<file path="src/rtl/adc_seq_pkg.sv">
// Shared types and sizing for the ADC sequencer: FSM states and the
// outstanding-command tag carried from command issue to response match.
package adc_seq_pkg;

  typedef enum logic [1:0] {IDLE, ISSUE, DRAIN} state_t;

  // Tag fields are sized for the largest supported configuration
  localparam int SLOT_W      = 4;  // up to 16 slots
  localparam int CHAN_W      = 8;  // widest channel field accepted
  localparam int Q_DEPTH_MAX = 4;
  localparam int CNT_W       = 3;  // holds 0..Q_DEPTH_MAX

  typedef struct packed {
    logic [SLOT_W-1:0] slot;
    logic [CHAN_W-1:0] channel;
  } tag_t;

endpackage

</file>
<file path="src/rtl/adc_seq_tag_fifo.sv">
// Small FIFO of expected {slot, channel} tags for commands awaiting a response.
// Push and pop may coincide, including when full.
module adc_seq_tag_fifo
  import adc_seq_pkg::*;
#(
  parameter int DEPTH = 2
) (
  input  logic             clk,
  input  logic             rst,
  input  logic             push,
  input  logic             pop,
  input  tag_t             wr_tag,
  output tag_t             rd_tag,
  output logic [CNT_W-1:0] count,
  output logic             full,
  output logic             empty
);

  localparam int PW = (DEPTH > 1) ? $clog2(DEPTH) : 1;

  tag_t          mem [DEPTH];
  logic [PW-1:0] wr_ptr, rd_ptr;
  logic          do_push, do_pop;

  function automatic logic [PW-1:0] nxt(input logic [PW-1:0] p);
    return (p == PW'(DEPTH - 1)) ? '0 : p + 1'b1;
  endfunction

  assign empty   = (count == '0);
  assign full    = (count == CNT_W'(DEPTH));
  assign do_pop  = pop && !empty;
  assign do_push = push && (!full || do_pop);
  assign rd_tag  = mem[rd_ptr];

  always_ff @(posedge clk) begin
    if (rst) begin
      wr_ptr <= '0;
      rd_ptr <= '0;
      count  <= '0;
    end else begin
      if (do_push) begin
        mem[wr_ptr] <= wr_tag;
        wr_ptr      <= nxt(wr_ptr);
      end
      if (do_pop) rd_ptr <= nxt(rd_ptr);
      case ({do_push, do_pop})
        2'b10:   count <= count + 1'b1;
        2'b01:   count <= count - 1'b1;
        default: count <= count;
      endcase
    end
  end

endmodule

</file>
<file path="src/rtl/adc_sequencer.sv">
// Avalon-ST command initiator / response collector for the MAX10 ADC sequencer
// core: walks a slot list, tracks outstanding commands, banks the latest samples.
module adc_sequencer
  import adc_seq_pkg::*;
#(
  parameter int NUM_SLOTS       = 8,
  parameter int MAX_OUTSTANDING = 2,
  parameter int CHANNEL_WIDTH   = 5,
  parameter int DATA_WIDTH      = 12
) (
  input  logic                               clock_clk,
  input  logic                               reset_sink_reset,
  input  logic                               enable,
  input  logic [NUM_SLOTS*CHANNEL_WIDTH-1:0] slot_channel,
  input  logic [$clog2(NUM_SLOTS):0]         slot_count,
  output logic                               command_valid,
  output logic [CHANNEL_WIDTH-1:0]           command_channel,
  output logic                               command_startofpacket,
  output logic                               command_endofpacket,
  input  logic                               command_ready,
  input  logic                               response_valid,
  input  logic [CHANNEL_WIDTH-1:0]           response_channel,
  input  logic [DATA_WIDTH-1:0]              response_data,
  input  logic                               response_startofpacket,
  input  logic                               response_endofpacket,
  input  logic [$clog2(NUM_SLOTS)-1:0]       rd_slot,
  output logic [DATA_WIDTH-1:0]              rd_data,
  output logic                               rd_fresh,
  output logic                               sample_valid,
  output logic [$clog2(NUM_SLOTS)-1:0]       sample_slot,
  output logic                               sequence_done,
  output logic                               channel_error,
  output logic                               protocol_error
);

  localparam int SW = $clog2(NUM_SLOTS);
  localparam int NB = 2**SW;

  state_t                             state, state_nxt;
  logic [SW-1:0]                      ptr, last_slot;
  logic [SW:0]                        cnt_lat, cnt_in;
  logic [NUM_SLOTS*CHANNEL_WIDTH-1:0] chan_lat;
  logic [CHANNEL_WIDTH-1:0]           cmd_chan;
  logic                               start, xfer, is_last_ptr;

  tag_t             push_tag, head;
  logic [CNT_W-1:0] q_count;
  logic             q_full, q_empty, resp_pop, head_last;

  logic [DATA_WIDTH-1:0] bank [NB];
  logic [NB-1:0]         fresh;
  logic                  sop_unused;

  // SOP carries no information the tag queue doesn't already have
  assign sop_unused = response_startofpacket;

  always_comb begin
    cnt_in = slot_count;
    if (slot_count == '0) cnt_in = (SW+1)'(1);
    else if (slot_count > (SW+1)'(NUM_SLOTS)) cnt_in = (SW+1)'(NUM_SLOTS);
  end

  assign last_slot   = SW'(cnt_lat - 1'b1);
  assign is_last_ptr = (ptr == last_slot);
  assign cmd_chan    = chan_lat[ptr*CHANNEL_WIDTH +: CHANNEL_WIDTH];

  always_ff @(posedge clock_clk) begin
    if (reset_sink_reset) state <= IDLE;
    else                  state <= state_nxt;
  end

  always_comb begin
    state_nxt     = state;
    command_valid = 1'b0;
    start         = 1'b0;
    case (state)
      IDLE: if (enable) begin
        state_nxt = ISSUE;
        start     = 1'b1;
      end
      ISSUE: begin
        command_valid = !q_full;
        if (!q_full && command_ready && is_last_ptr) state_nxt = DRAIN;
      end
      DRAIN: if (q_count == '0) begin
        if (enable) begin
          state_nxt = ISSUE;
          start     = 1'b1;
        end else begin
          state_nxt = IDLE;
        end
      end
      default: state_nxt = IDLE;
    endcase
  end

  assign xfer                  = command_valid && command_ready;
  assign command_channel       = command_valid ? cmd_chan : '0;
  assign command_startofpacket = command_valid && (ptr == '0);
  assign command_endofpacket   = command_valid && is_last_ptr;

  // Slot list is snapshotted per sequence so mid-packet edits can't tear it
  always_ff @(posedge clock_clk) begin
    if (reset_sink_reset) begin
      ptr      <= '0;
      cnt_lat  <= (SW+1)'(1);
      chan_lat <= '0;
    end else if (start) begin
      ptr      <= '0;
      cnt_lat  <= cnt_in;
      chan_lat <= slot_channel;
    end else if (xfer && !is_last_ptr) begin
      ptr <= ptr + 1'b1;
    end
  end

  assign push_tag = {SLOT_W'(ptr), CHAN_W'(cmd_chan)};

  adc_seq_tag_fifo #(.DEPTH(MAX_OUTSTANDING)) u_tag_fifo (
    .clk    (clock_clk),
    .rst    (reset_sink_reset),
    .push   (xfer),
    .pop    (resp_pop),
    .wr_tag (push_tag),
    .rd_tag (head),
    .count  (q_count),
    .full   (q_full),
    .empty  (q_empty)
  );

  assign resp_pop  = response_valid && !q_empty;
  assign head_last = (head.slot == SLOT_W'(last_slot));

  always_ff @(posedge clock_clk) begin
    if (reset_sink_reset) begin
      sample_valid   <= 1'b0;
      sample_slot    <= '0;
      sequence_done  <= 1'b0;
      channel_error  <= 1'b0;
      protocol_error <= 1'b0;
      rd_data        <= '0;
      rd_fresh       <= 1'b0;
      fresh          <= '0;
      for (int k = 0; k < NB; k++) bank[k] <= '0;
    end else begin
      sample_valid  <= resp_pop;
      sequence_done <= resp_pop && head_last;
      if (resp_pop) sample_slot <= SW'(head.slot);
      if (response_valid && q_empty) protocol_error <= 1'b1;
      if (resp_pop && ((CHAN_W'(response_channel) != head.channel) ||
                       (response_endofpacket && !head_last)))
        channel_error <= 1'b1;
      rd_data  <= bank[rd_slot];
      rd_fresh <= fresh[rd_slot];
      // A same-cycle write beats the read-clear so no update is lost
      for (int k = 0; k < NB; k++) begin
        if (resp_pop && head.slot == SLOT_W'(k)) begin
          bank[k]  <= response_data;
          fresh[k] <= 1'b1;
        end else if (rd_slot == SW'(k)) begin
          fresh[k] <= 1'b0;
        end
      end
    end
  end

endmodule
</file>
<file path="config.mk">
export PLATFORM = sky130hd
export DESIGN_NAME = adc_sequencer
export DESIGN_NICKNAME = d
export VERILOG_FILES = /design/src/rtl/adc_seq_pkg.sv /design/src/rtl/adc_seq_tag_fifo.sv /design/src/rtl/adc_sequencer.sv
export SDC_FILE = /design/constraint.sdc
export NUM_CORES = 1
export LEC_CHECK = 0
export CAP_MARGIN = 15
export CORE_MARGIN = 3
export CORE_UTILIZATION = 62
export CTS_BUF_LIST = sky130_fd_sc_hd__clkbuf_8
export DETAILED_ROUTE_END_ITERATION = 12
export GPL_TIMING_DRIVEN = 0
export PLACE_DENSITY = 0.87
export SETUP_SLACK_MARGIN = 0.4
export SYNTH_ARGS = -nofsm -noshare
export SYNTH_HDL_FRONTEND = slang
export SYNTH_SLANG_ARGS = --single-unit
</file>
<file path="constraint.sdc">
create_clock -name clock_clk -period 4.27 [get_ports clock_clk]
set_input_delay 0.6405 -clock clock_clk [delete_from_list [all_inputs] [get_ports clock_clk]]
set_output_delay 0.6405 -clock clock_clk [all_outputs]
set_load 0.005 [all_outputs]
</file>
# Word-level counts from Yosys, hierarchy flattened
# Memories as Yosys holds them, arrays and structs flattened. A register that Yosys moved wholly into a read port is not among the register bits.
# Index checks and enable logic that the tools add are counted.
[totals]
reg_bits = 69
ramBits = 112
inputBits = 71
output_inout_bits = 28
elab_cells = 182
memories = 2
[memory_table]
columns = ["name", "words", "width", "read_ports", "rd_ports_with_merged_regs", "wr", "line", "source"]
rows = [
  ["bank", 8, 12, 1, 1, 8, "adc_sequencer.sv:50", "logic [DATA_WIDTH-1:0] bank [NB];"],
  ["u_tag_fifo.mem", 2, 8, 1, 1, 1, "adc_seq_tag_fifo.sv:21", "tag_t mem [DEPTH];"],
]
[op_classes]
add_sub_neg = 6
mul = 1
order_cmp = 2
eq_ne = 25
shifts = 1
muxes = 72
bitwise = 8
reduce_logical = 44
[op_table]
columns = ["operator", "count"]
rows = [
  ["$mux W12", 8],
  ["$mux W1", 54],
  ["$shiftx A40 B7 Y5", 1],
  ["$logic_and A1 B1 Y1", 21],
  ["$reduce_bool A2 Y1", 9],
  ["$eq A4 B3 Y1 const B", 4],
  ["$eq A3 B3 Y1 const B", 4],
  ["$eq A3 B2 Y1 const B", 3],
  ["$logic_not A3 Y1", 3],
  ["$eq A4 B2 Y1 const B", 2],
  ["$logic_not A4 Y1", 2],
  ["$ne A5 B8 Y1", 1],
  ["$or A1 B1 Y1", 8],
  ["$add A3 B1 Y3 const B", 2],
  ["$mul A3 B3 Y6 const B", 1],
  ["$mux W2", 3],
  ["$mux W3", 2],
  ["$ne A2 B2 Y1 const B", 3],
  ["$pmux W2 S3", 1],
  ["$pmux W3 S2", 1],
  ["$sub A3 B1 Y3 const B", 2],
  ["$mux W5", 1],
  ["$eq A2 B1 Y1 const B", 2],
  ["$eq A2 B2 Y1 const B", 2],
  ["14 further kinds", 19],
]

# Longest topological paths before layout
# Gate-level depths: netlist of run 1.
[logic_depth]
depth_word = 9
depth_mapped = 9
depth_no_buf = 8

# Modules after synthesis
# Synthesis of run 1 repeated with hierarchy kept, for this count alone.
[unflattened]
hier_cells = 691
area_unflattened_um2 = 8505.7
[by_module_without_submodules]
columns = ["mod", "n_inst", "cells_per_inst", "area_each_um2", "seq_area_each_um2"]
rows = [
  ["adc_sequencer", 1, 620, 7324.5, 4404.2],
  ["adc_seq_tag_fifo", 1, 71, 1181.1, 840.8],
]

# Worst setup path after synthesis of run 1
# OpenSTA, ideal clock, no wires.
[synth_path]
kind = "reg2reg"
startpoint = "register u_tag_fifo.count[1]"
endpoint = "register u_tag_fifo.count[2]"
setup_ns = 0.070
arrival_ns = 2.228
required_time_ns = 4.200
path_slack_ns = 1.972
stages_incl_launch_ff = 10
path_buffers = 1
synth_period_minus_slack_ns = 2.298
cell_sequence = "dfxtp_1 -> or3b_1 -> nand3_1 -> buf_2 -> ha_1 -> inv_1 -> fa_1 -> xor2_1 -> or3_1 -> a21oi_1"
[synth_via]
elab_chain_cells = 8
elab_cells_between_ends = 16
cone_classes = "add/sub (2); eq/ne (3); mux (2); reduce/logical (9)"
[synth_lines]
columns = ["item", "line", "source"]
rows = [
  ["start, declared", "adc_seq_tag_fifo.sv:14", "output logic [CNT_W-1:0] count,"],
  ["start signal, assigned", "adc_seq_tag_fifo.sv:47", "2'b10: count <= count + 1'b1;"],
  ["start signal, assigned", "adc_seq_tag_fifo.sv:48", "2'b01: count <= count - 1'b1;"],
  ["start signal, assigned", "adc_seq_tag_fifo.sv:49", "default: count <= count;"],
  ["$logic_not A3 Y1", "adc_seq_tag_fifo.sv:29", "assign empty = (count == '0);"],
  ["$logic_not A1 Y1", "adc_seq_tag_fifo.sv:31, adc_sequencer.sv:131", ""],
  ["$logic_and A1 B1 Y1", "adc_sequencer.sv:131", "assign resp_pop = response_valid && !q_empty;"],
  ["$logic_and A1 B1 Y1", "adc_seq_tag_fifo.sv:31", "assign do_pop = pop && !empty;"],
  ["$logic_or A1 B1 Y1", "adc_seq_tag_fifo.sv:32", "assign do_push = push && (!full || do_pop);"],
  ["$logic_and A1 B1 Y1", "adc_seq_tag_fifo.sv:32", ""],
  ["$eq A2 B1 Y1 or $eq A2 B2 Y1 (tied branches)", "adc_seq_tag_fifo.sv:46", "case ({do_push, do_pop})"],
  ["$pmux W3 S2 or $reduce_bool A2 Y1 (tied branches)", "n/a", ""],
]
# Parallel ways exist; a longest one is shown, timed or not.
# A chain may end at the register's enable or synchronous reset.

# Final worst setup path of run 1
[layout_path]
startpoint = "register ptr[1]"
endpoint = "output port command_channel[4]"
[layout_via]
elab_chain_cells = 3
[layout_lines]
columns = ["item", "line", "source"]
rows = [
  ["start, declared", "adc_sequencer.sv:40", "logic [SW-1:0] ptr, last_slot;"],
  ["start signal, assigned", "adc_sequencer.sv:113", "ptr <= ptr + 1'b1;"],
  ["$mul A3 B3 Y6", "adc_sequencer.sv:65", "assign cmd_chan = chan_lat[ptr*CHANNEL_WIDTH +: CHANNEL_WIDTH];"],
  ["$shiftx A40 B7 Y5", "adc_sequencer.sv:65", ""],
  ["via cmd_chan[4]", "adc_sequencer.sv:43", "logic [CHANNEL_WIDTH-1:0] cmd_chan;"],
  ["$mux W5", "adc_sequencer.sv:98", "assign command_channel = command_valid ? cmd_chan : '0;"],
  ["end, declared", "adc_sequencer.sv:17", "output logic [CHANNEL_WIDTH-1:0] command_channel,"],
]
# The timed path passes the listed nets, and every way through them passes these cells.

==> results of run 1 <==
==> cell families (layout without fill, tap and decap cells) <==
family | count (synthesis) | in the layout | share of synthesized area
buffers and inverters | 67 | 196 | 0.03662
adders and majority gates | 5 | 5 | 0.008580
and+or+nand+nor | 251 | 251 | 0.1325
muxes | 62 | 62 | 0.1319
DFF | 194 | 194 | 0.6128
AOI/OAI and AO/OA | 83 | 83 | 0.05868
xor gates and xnor gates | 16 | 16 | 0.01885
==> power by group <==
| part | leakage (nW) | internal [W] | switching, W | total (W) |
|---|---|---|---|---|
| registers | 1.81 | 0.00212 | 0.0000719 | 0.00219 |
| logic | 1.54 | 0.000310 | 0.000351 | 0.000662 |
| clock network | 0.223 | 0.000636 | 0.000644 | 0.00128 |
| total | 3.57 | 0.00307 | 0.00107 | 0.00413 |
==> registers in the layout, indices dropped and copies added (netlist names), 2 cells and up, named ones only <==
register and count:
u_tag_fifo.count 3, bank 96, rd_data 12, cnt_lat 3
sample_slot 3, ptr 3, chan_lat 40, fresh 8
state 2, u_tag_fifo.mem 16
==> worst reg2reg max path: stages, from the launching register on <==
cell and delay, ns:
dfxtp_1 0.45, or3b_1 0.45, nand3_1 0.14, buf_2 0.23
ha_1 0.24, inv_1 0.07, fa_1 0.39, xor2_1 0.17
or3_1 0.31, a21oi_1 0.15
==> final timing paths <==
check / slack (ns) / cells after the start / to / startpoint
worst max-delay path: 0.87 / 5 / command_channel[4] / ptr[1]$_SDFFE_PP0P_
worst min-delay path: 0.46 / 2 / chan_lat[38]$_SDFFE_PP0P_ / chan_lat[38]$_SDFFE_PP0P_
worst max register to register: 1.61 / 9 / u_tag_fifo.count[2]$_SDFFE_PP0P_ / u_tag_fifo.count[1]$_SDFFE_PP0P_
worst min register to register: 0.46 / 2 / chan_lat[38]$_SDFFE_PP0P_ / chan_lat[38]$_SDFFE_PP0P_
==> cells in the final DEF, fill, tap and decap left out, types with 7 or more instances in the layout <==
cell type / n
nand2b_1: 26
buf_2: 14
xor2_1: 9
clkdlybuf4s50_1: 96
mux4_2: 36
nand2_1: 95
dfxtp_1: 82
nor2b_1: 7
a21oi_1: 55
clkbuf_8: 17
edfxtp_1: 112
inv_1: 28
mux2i_1: 21
clkbuf_1: 20
nor2_1: 104
o21ai_0: 10
==> layout make-up <==
cell class                      instances  area share
Clock buffer                           17     0.02393
Clock inverter                         15     0.01984
Multi-Input combinational cell        417      0.2928
Timing Repair Buffer                   97     0.09881
Sequential cell                       194      0.5120
Buffer                                 40     0.02022
Inverter                               27     0.01037
Tap cell                              172     0.02201
==> metrics by stage <==
step	std cells	worst slack [ns]	total power, W	utilization	area [µm²]
final	979	0.8689	0.004134	0.7653	9776
after global routing	979	0.7589	0.004269	0.7653	9776
after CTS	978	0.8348	0.004130	0.7649	9771
after detailed placement	946	1.087	0.002885	0.7314	9343
after global placement	946	1.217	0.002844	0.7314	9343
after floorplan	678	1.972	0.002612	-	8167
==> layer usage <==
layer  routed length (µm)  vias to the layer above  GRT usage
met5                    0                        -          0
met1                 7086                     2815     0.3573
met2                 9638                      376     0.4453
met4                  483                        0     0.1062
met3                 2071                       50    0.07156
li1                     -                     2600          -
==> metrics.yaml, run 1 <==
floorplanning:
  die_area_um2: 14590
  die_x_um: 120.8
  chipHeight_um: 120.8
  core_area_um2: 12770
  rows: 41
  ios: 99
  start_util: 0.6393
sta:
  max_freq_ghz: 0.2940
  min_period_over_period: 0.7965
  post-route-min-period_ns: 3.401
  setup_viol: 0
  worstMarginPinSlew_ns: 1.008
  rsz0062_at_grt: "false"
  finClkSkew_ns: 0.01385
  final.setup.tns_ns: 0
  slew_violations: 0
  slew_headroom: 0.3228
  finalHoldViolCount: 0
  hold_ws_ns: 0.4588
clocking:
  cts_hold_buffers: 0
  post_cts_buffers: 0
  cts-root-buf: "clkbuf_8"
  cts_tree: "yes"
  clock_latency_ns: 0.48
  htree_levels: 4
  clk_path_buf_depth: 2
  cts.sinks: 194
  clk_pin_slew_ns: 0.10
  ctsResizeCount: 0
  cts_buffers: 17
global_routing:
  grt_pass1_wl_mm: 29.84
  grt_overflow_total: 0
  globalRouteTotalUtil: 0.2742
  grt_max_degree: 18
  grt_pass1_vias: 5793
  antenna_found_initial: 0
synth:
  synth.area.top_cells: "edfxtp_1, dfxtp_1, mux4_2"
  yosysMostFrequentCell: "edfxtp_1"
  synth_top_area_cell: "edfxtp_1"
  synth_seq_cells: 194
  synth_sequential_area_ratio: 0.6128
  synth.distinct_cells: 45
  ys_top_cells_by_count: "edfxtp_1, nor2_1, nand2_1"
  synth_top_area_share: 0.4118
  avgSynthCellArea_um2: 12.05
  synth_cells: 678
  ys_warn_count: 0
  ys_async_sr_fraction: 0
  synth-edff-count: 112
  syn_area_um2: 8167
  synthFlopType: "edfxtp_1"
  syn-num-nets: 754
drt:
  dr_total_vias: 5841
  wire_per_inst_um: 19.69
  vias_per_cell: 5.966
  drt_iter0_drc: 758
  drt_wl_total_mm: 19.28
  drc: 0
  ant_nets: 0
  firstDrtPassIters: 5
power_and_ir_drop:
  irDropWorstVdd_uv: 278.8
  pwr_density_cell_nw_per_um2: 422.9
  static-leakage-power_nw: 3.574
cells_and_area:
  fill_cells: 748
  drive_gt1_frac: 0.1190
  area_delta_synth_final_pct: 19.70
  multi_input_area_um2: 2863
  regArea_um2: 5005
  fin_nets: 870
  antenna_cells: 0
setup_path:
  path_cells: "buf_4 -> mux4_2 -> mux2_2 -> nor2b_1 -> clkdlybuf4s50_1"
  crit_slowest_cell: "dfxtp_1"
  worstSetupPathType: "flip-flop to output port"
  crit_path_start_kind: "flip-flop"
  cp-end-kind: "output port"
  max_stage_delay_ns: 0.56
  required_ns: 3.63
  cpLargestDelayFamily: "multiplexers"
  critPathArrivalTime_ns: 2.76
  crit_buf_inv: 2
  critPathMaxFanout: 10
hold_path:
  hold_class: "flip-flop to flip-flop"
placed_design:
  dp_hpwl_mm: 13.73
  gp_congestion: 0.8456
  numPortBuffers: 96
flow_run:
  maxCapViolations: 0
run_status:
  status: "finished, final reports clean"
Power figures use the tool's default switching activity.
==> run 2, diff against run 1 <==
--- a/config.mk
+++ b/config.mk
@@ -7,11 +7,11 @@
 export LEC_CHECK = 0
 export CAP_MARGIN = 15
 export CORE_MARGIN = 3
-export CORE_UTILIZATION = 62
+export CORE_UTILIZATION = 58
 export CTS_BUF_LIST = sky130_fd_sc_hd__clkbuf_8
 export DETAILED_ROUTE_END_ITERATION = 12
 export GPL_TIMING_DRIVEN = 0
-export PLACE_DENSITY = 0.87
+export PLACE_DENSITY = 0.83
 export SETUP_SLACK_MARGIN = 0.4
 export SYNTH_ARGS = -nofsm -noshare
 export SYNTH_HDL_FRONTEND = slang
==> constraint.sdc (replaced) <==
create_clock -name clock_clk -period 3.4 [get_ports clock_clk]
set_input_delay 0.51 -clock clock_clk [delete_from_list [all_inputs] [get_ports clock_clk]]
set_output_delay 0.51 -clock clock_clk [all_outputs]
set_load 0.005 [all_outputs]
==> run 2 against run 1 <==
Compared with the run above:
- sequential power rose by 26%
- final area rose by 0.92%
- highest routed layer unchanged
- via count fell by 3.1%
- clock-buffer cell count rose by 3
==> metrics.yaml, run 2 (synthesis results as in run 1) <==
run_status:
  status: "finished, final reports clean"
drt:
  drc: 0
  drt_wl_total_mm: 18.10
  ant_nets: 0
  dr_total_vias: 5662
  vias_per_cell: 5.731
  drt_iter0_drc: 599
  wire_per_inst_um: 18.32
  firstDrtPassIters: 5
clocking:
  cts_tree: "yes"
  clock_latency_ns: 0.47
  cts.sinks: 194
  clk_pin_slew_ns: 0.09
  clk_path_buf_depth: 2
  htree_levels: 4
  cts-root-buf: "clkbuf_8"
  cts_hold_buffers: 0
  cts_buffers: 17
floorplanning:
  chipHeight_um: 124.7
  core_area_um2: 13510
  start_util: 0.6047
  ios: 99
  die_x_um: 124.7
  die_area_um2: 15540
  rows: 42
sta:
  slew_violations: 0
  max_freq_ghz: 0.3423
  finalHoldViolCount: 0
  slew_headroom: 0.2582
  post-route-min-period_ns: 2.922
  finClkSkew_ns: 0.01084
  worstMarginPinSlew_ns: 1.104
  final.setup.tns_ns: 0
  rsz0062_at_grt: "false"
  min_period_over_period: 0.8594
  setup_viol: 0
power_and_ir_drop:
  power_w: 0.005195
  irDropWorstVdd_uv: 265.3
  pwr_density_cell_nw_per_um2: 526.5
  static-leakage-power_nw: 3.673
global_routing:
  grt_max_degree: 17
  grt_overflow_total: 0
  antenna_found_initial: 0
  grt_pass1_vias: 5795
  globalRouteTotalUtil: 0.2436
  grt_pass1_wl_mm: 29.61
setup_path:
  reg2reg_from: "u_tag_fifo.count[1]$_SDFFE_PP0P_"
  required_ns: 2.89
  crit_slowest_cell: "clkdlybuf4s50_1"
  reg2reg_depth: 9
  worstSetupPathType: "flip-flop to output port"
  r2r_setup_slack_ns: 0.75
  r2r_end: "u_tag_fifo.count[2]$_SDFFE_PP0P_"
  critPathMaxFanout: 7
  critPathArrivalTime_ns: 2.41
  cp-end-kind: "output port"
  crit_path_start_kind: "flip-flop"
  crit_path_frequent_cell: "buf_6"
  path_cells: "buf_6 -> buf_8 -> buf_6 -> mux4_2 -> mux2_2 -> nor2b_1 -> clkdlybuf4s50_1"
  max_stage_delay_ns: 0.46
flow_run:
  maxCapViolations: 0
placed_design:
  dp_hpwl_mm: 13.07
  gp_congestion: 0.8331
  numPortBuffers: 96
cells_and_area:
  utilization: 0.7305
  final_cell_mix: "edfxtp_1, nor2_1, nand2_1"
  drive_gt1_frac: 0.1244
  final_common_cell: "edfxtp_1"
  area_delta_synth_final_pct: 20.81
  fin_nets: 875
  top_regs: "bank x96, chan_lat x40, u_tag_fifo.mem x16"
  top_register: "bank"
  antenna_cells: 0
  largest_register_ffs: 96
hold_path:
  hp-start: "chan_lat[7]$_SDFFE_PP0P_"
  holdPathEnd: "chan_lat[7]$_SDFFE_PP0P_"
  min_delay_path_depth: 2
  hold_class: "flip-flop to flip-flop"
==> run 2: worst max-delay path by stage <==
stage	endpoint	start	cells past startpoint
2_1_floorplan	u_tag_fifo.count[2]$_SDFFE_PP0P_	u_tag_fifo.count[1]$_SDFFE_PP0P_	9
3_3_place_gp	u_tag_fifo.mem[1][3]$_DFFE_PP_	reset_sink_reset	4
3_5_place_dp	u_tag_fifo.mem[1][0]$_DFFE_PP_	reset_sink_reset	4
4_1_cts	command_channel[0]	ptr[0]$_SDFFE_PP0P_	6
5_1_grt	command_channel[1]	ptr[0]$_SDFFE_PP0P_	7
6_report	command_channel[3]	ptr[0]$_SDFFE_PP0P_	7
==> run 2: per-stage QoR <==
stage | hold slack, ns | setup slack, ns | instance area (µm²) | cells
floorplan | 0.4319 | 1.102 | 8167 | 678
global placement | 0.4393 | 0.4213 | 9348 | 950
detailed placement | 0.4436 | 0.3619 | 9348 | 950
finish | 0.4547 | 0.4782 | 9866 | 988
CTS | 0.4566 | 0.4040 | 9846 | 987
global route | 0.4720 | 0.4142 | 9866 | 988
==> run 2: timing repair <==
item / CTS / global route
endpoints found under the setup margin: 5 / 5
setup buffers: 5 / 0
resized for setup: 7 / 5
cloned: 0 / 0
==> run 2: critical path, delay by kind of cell, from the launching register on <==
| kind | cells | cell delay (ns) |
|---|---|---|
| muxes | 2 | 0.60 |
| buffers and inverters | 4 | 0.85 |
| DFF | 1 | 0.36 |
| and+or+nand+nor | 1 | 0.14 |
==> run 2: power breakdown <==
part	leakage (nW)	switching, W	internal [W]
sequential	1.81	0.0000878	0.00266
clock	0.231	0.000767	0.000851
combinational	1.63	0.000433	0.000393
total	3.67	0.00129	0.00391
==> run 2: metal layers <==
metal | global-route usage | share of wire
met5 | 0 | 0
met4 | 0.07995 | 0.019
met3 | 0.05918 | 0.085
met1 | 0.3294 | 0.40
met2 | 0.3915 | 0.49
==> run 2: area by class of cell <==
type / instances / area (µm²)
flip-flops and latches: 194 / 5010
fillers: 837 / 3640
multi-input cells: 417 / 2874
repair buffers: 102 / 1015
clock buffers: 20 / 275.3
well taps: 176 / 220.2
plain buffers: 40 / 205.2
clock inverters: 12 / 165.2
inverters: 27 / 101.3
==> run 3, diff against run 2 <==
--- a/config.mk
+++ b/config.mk
@@ -7,11 +7,12 @@
 export LEC_CHECK = 0
 export CAP_MARGIN = 15
 export CORE_MARGIN = 3
-export CORE_UTILIZATION = 58
+export CORE_UTILIZATION = 65
 export CTS_BUF_LIST = sky130_fd_sc_hd__clkbuf_8
 export DETAILED_ROUTE_END_ITERATION = 12
+export DONT_BUFFER_PORTS = 1
 export GPL_TIMING_DRIVEN = 0
-export PLACE_DENSITY = 0.83
+export PLACE_DENSITY = 0.81
 export SETUP_SLACK_MARGIN = 0.4
 export SYNTH_ARGS = -nofsm -noshare
 export SYNTH_HDL_FRONTEND = slang
==> run 3 against run 2 <==
Compared with the run above:
- sequential power is essentially flat
- clock skew grew 0.0013 ns
- largest cell class unchanged
- non-clock buffer count shrank 100
- critical endpoint is now command_channel[4]
- register-to-register slack gained 0.02 ns
==> metrics.yaml, run 3 (synthesis results as in run 1) <==
global_routing:
  globalRouteTotalUtil: 0.2663
  antenna_found_initial: 0
  grt_overflow_total: 0
  grt_pass1_wl_mm: 28.45
  grt_pass1_vias: 5356
  grt_max_degree: 18
power_and_ir_drop:
  p_sw_w: 0.001331
  pwr_density_cell_nw_per_um2: 580.6
  pwr-share-comb: 0.129
  p_clk_frac: 0.333
  irDropWorstVdd_uv: 375.7
  netSwitchingFraction: 0.2591
  static-leakage-power_nw: 3.219
  p_int_w: 0.003808
  power_frac_seq: 0.538
cells_and_area:
  final_common_cell: "edfxtp_1"
  largest_register_ffs: 96
  fin_area_um2: 8851
  fin_nets: 775
  area_delta_synth_final_pct: 8.381
  antenna_cells: 0
  top_regs: "bank x96, chan_lat x40, u_tag_fifo.mem x16"
  drive_gt1_frac: 0.1390
  top_register: "bank"
  final_cell_mix: "edfxtp_1, nor2_1, nand2_1"
  fill_cells: 806
floorplanning:
  rows: 40
  die_area_um2: 13950
  core_area_um2: 12160
  start_util: 0.6715
  ios: 99
  die_x_um: 118.1
  chipHeight_um: 118.1
drt:
  drt_wl_total_mm: 18.18
  drc: 0
  firstDrtPassIters: 5
  wire_per_inst_um: 20.65
  vias_per_cell: 6.152
  ant_nets: 0
  dr_total_vias: 5414
  drt_iter0_drc: 596
setup_path:
  critPathArrivalTime_ns: 2.28
  required_ns: 2.89
  crit_path_start_kind: "flip-flop"
  critPathMaxFanout: 10
  reg2reg_from: "u_tag_fifo.count[1]$_SDFFE_PP0P_"
  cp-end-kind: "output port"
  worstSetupPathType: "flip-flop to output port"
  startpoint: "ptr[1]$_SDFFE_PP0P_"
clocking:
  cts.sinks: 194
  cts_hold_buffers: 0
  cts_buffers: 17
  clk_path_buf_depth: 2
  ctsResizeCount: 0
  cts_tree: "yes"
  clk_pin_slew_ns: 0.10
  cts-root-buf: "clkbuf_8"
  post_cts_buffers: 0
  clock_latency_ns: 0.46
  htree_levels: 4
sta:
  finClkSkew_ns: 0.01218
  max_freq_ghz: 0.3585
  worstMarginPinSlew_ns: 0.7412
  rsz0062_at_grt: "false"
  slew_headroom: 0.5059
  setup_viol: 0
  final.setup.tns_ns: 0
  hold_ws_ns: 0.1786
  finalHoldViolCount: 0
  slew_violations: 0
  min_period_over_period: 0.8204
  post-route-min-period_ns: 2.789
hold_path:
  hold_class: "input port to flip-flop"
  hp-start: "slot_channel[20]"
placed_design:
  numPortBuffers: 0
  dpl-instance-area_um2: 8377
  gp_congestion: 0.8620
  dp_hpwl_mm: 13.05
run_status:
  status: "finished, final reports clean"
flow_run:
  maxCapViolations: 0
-- run 3: cell types whose count changed in the layout (fill, tap and decap cells not counted), moves of 2 or more --
cell	delta
clkdlybuf4s50_1	-93
inv_6	+2
inv_1	-4
mux2_2	+3
buf_2	+2
clkbuf_8	-3
dfxtp_1	+2
dlymetal6s2s_1	-3
mux2_4	-3
buf_4	-3
-- run 3: path summary, 6_finish.rpt --
path         slack, ns                          endpoint  cells after the start
max               0.61                command_channel[4]                      4
min               0.18         chan_lat[20]$_SDFFE_PP0P_                      2
max reg2reg       0.77  u_tag_fifo.count[2]$_SDFFE_PP0P_                      9
min reg2reg       0.46         chan_lat[10]$_SDFFE_PP0P_                      2
-- run 3: per-layer routing --
metal,vias to the layer above,share of wire,GRT usage,wire length [µm]
met5,-,0,0,0
met4,0,0.017,0.09670,304
met3,28,0.079,0.05334,1427
met2,261,0.50,0.4255,9078
met1,2715,0.41,0.3671,7364
li1,2410,-,-,-
-- run 3: critical path, cell delays in order, from the launching register on --
cell	delay, ns
dfxtp_1	0.54
buf_4	0.27
mux4_2	0.54
mux2_2	0.32
nor2b_1	0.15
-- run 3: power by group through the flow --
stage | Sequential (W) | Combinational (W) | Clock [W]
finish | 0.00276 | 0.000662 | 0.00171
global route | 0.00278 | 0.000722 | 0.00181
global placement | 0.00280 | 0.000615 | 0
CTS | 0.00277 | 0.000653 | 0.00172
floorplan | 0.00278 | 0.000500 | 0
detailed placement | 0.00282 | 0.000648 | 0
-- run 3: area by class of cell --
| cell class | instances | area, µm² | share of cell area |
|---|---|---|---|
| clock buffer | 17 | 234.0 | 0.02643 |
| tap | 168 | 210.2 | 0.02375 |
| sequential | 194 | 5005 | 0.5655 |
| clock inverter | 15 | 230.2 | 0.02601 |
| buffer | 40 | 197.7 | 0.02234 |
| multi-input combinational | 417 | 2863 | 0.3234 |
| timing repair buffer | 2 | 10.01 | 0.001131 |
| inverter | 27 | 101.3 | 0.01145 |
-- run 3: metrics by stage --
stage | total power [W] | setup slack, ns | instances | utilization
after floorplan | 0.003280 | 1.102 | 678 | -
after global placement | 0.003418 | 0.8748 | 846 | 0.6888
after detailed placement | 0.003467 | 0.7905 | 846 | 0.6888
after CTS | 0.005142 | 0.5913 | 878 | 0.7270
after global routing | 0.005318 | 0.4795 | 880 | 0.7278
final | 0.005139 | 0.6107 | 880 | 0.7278
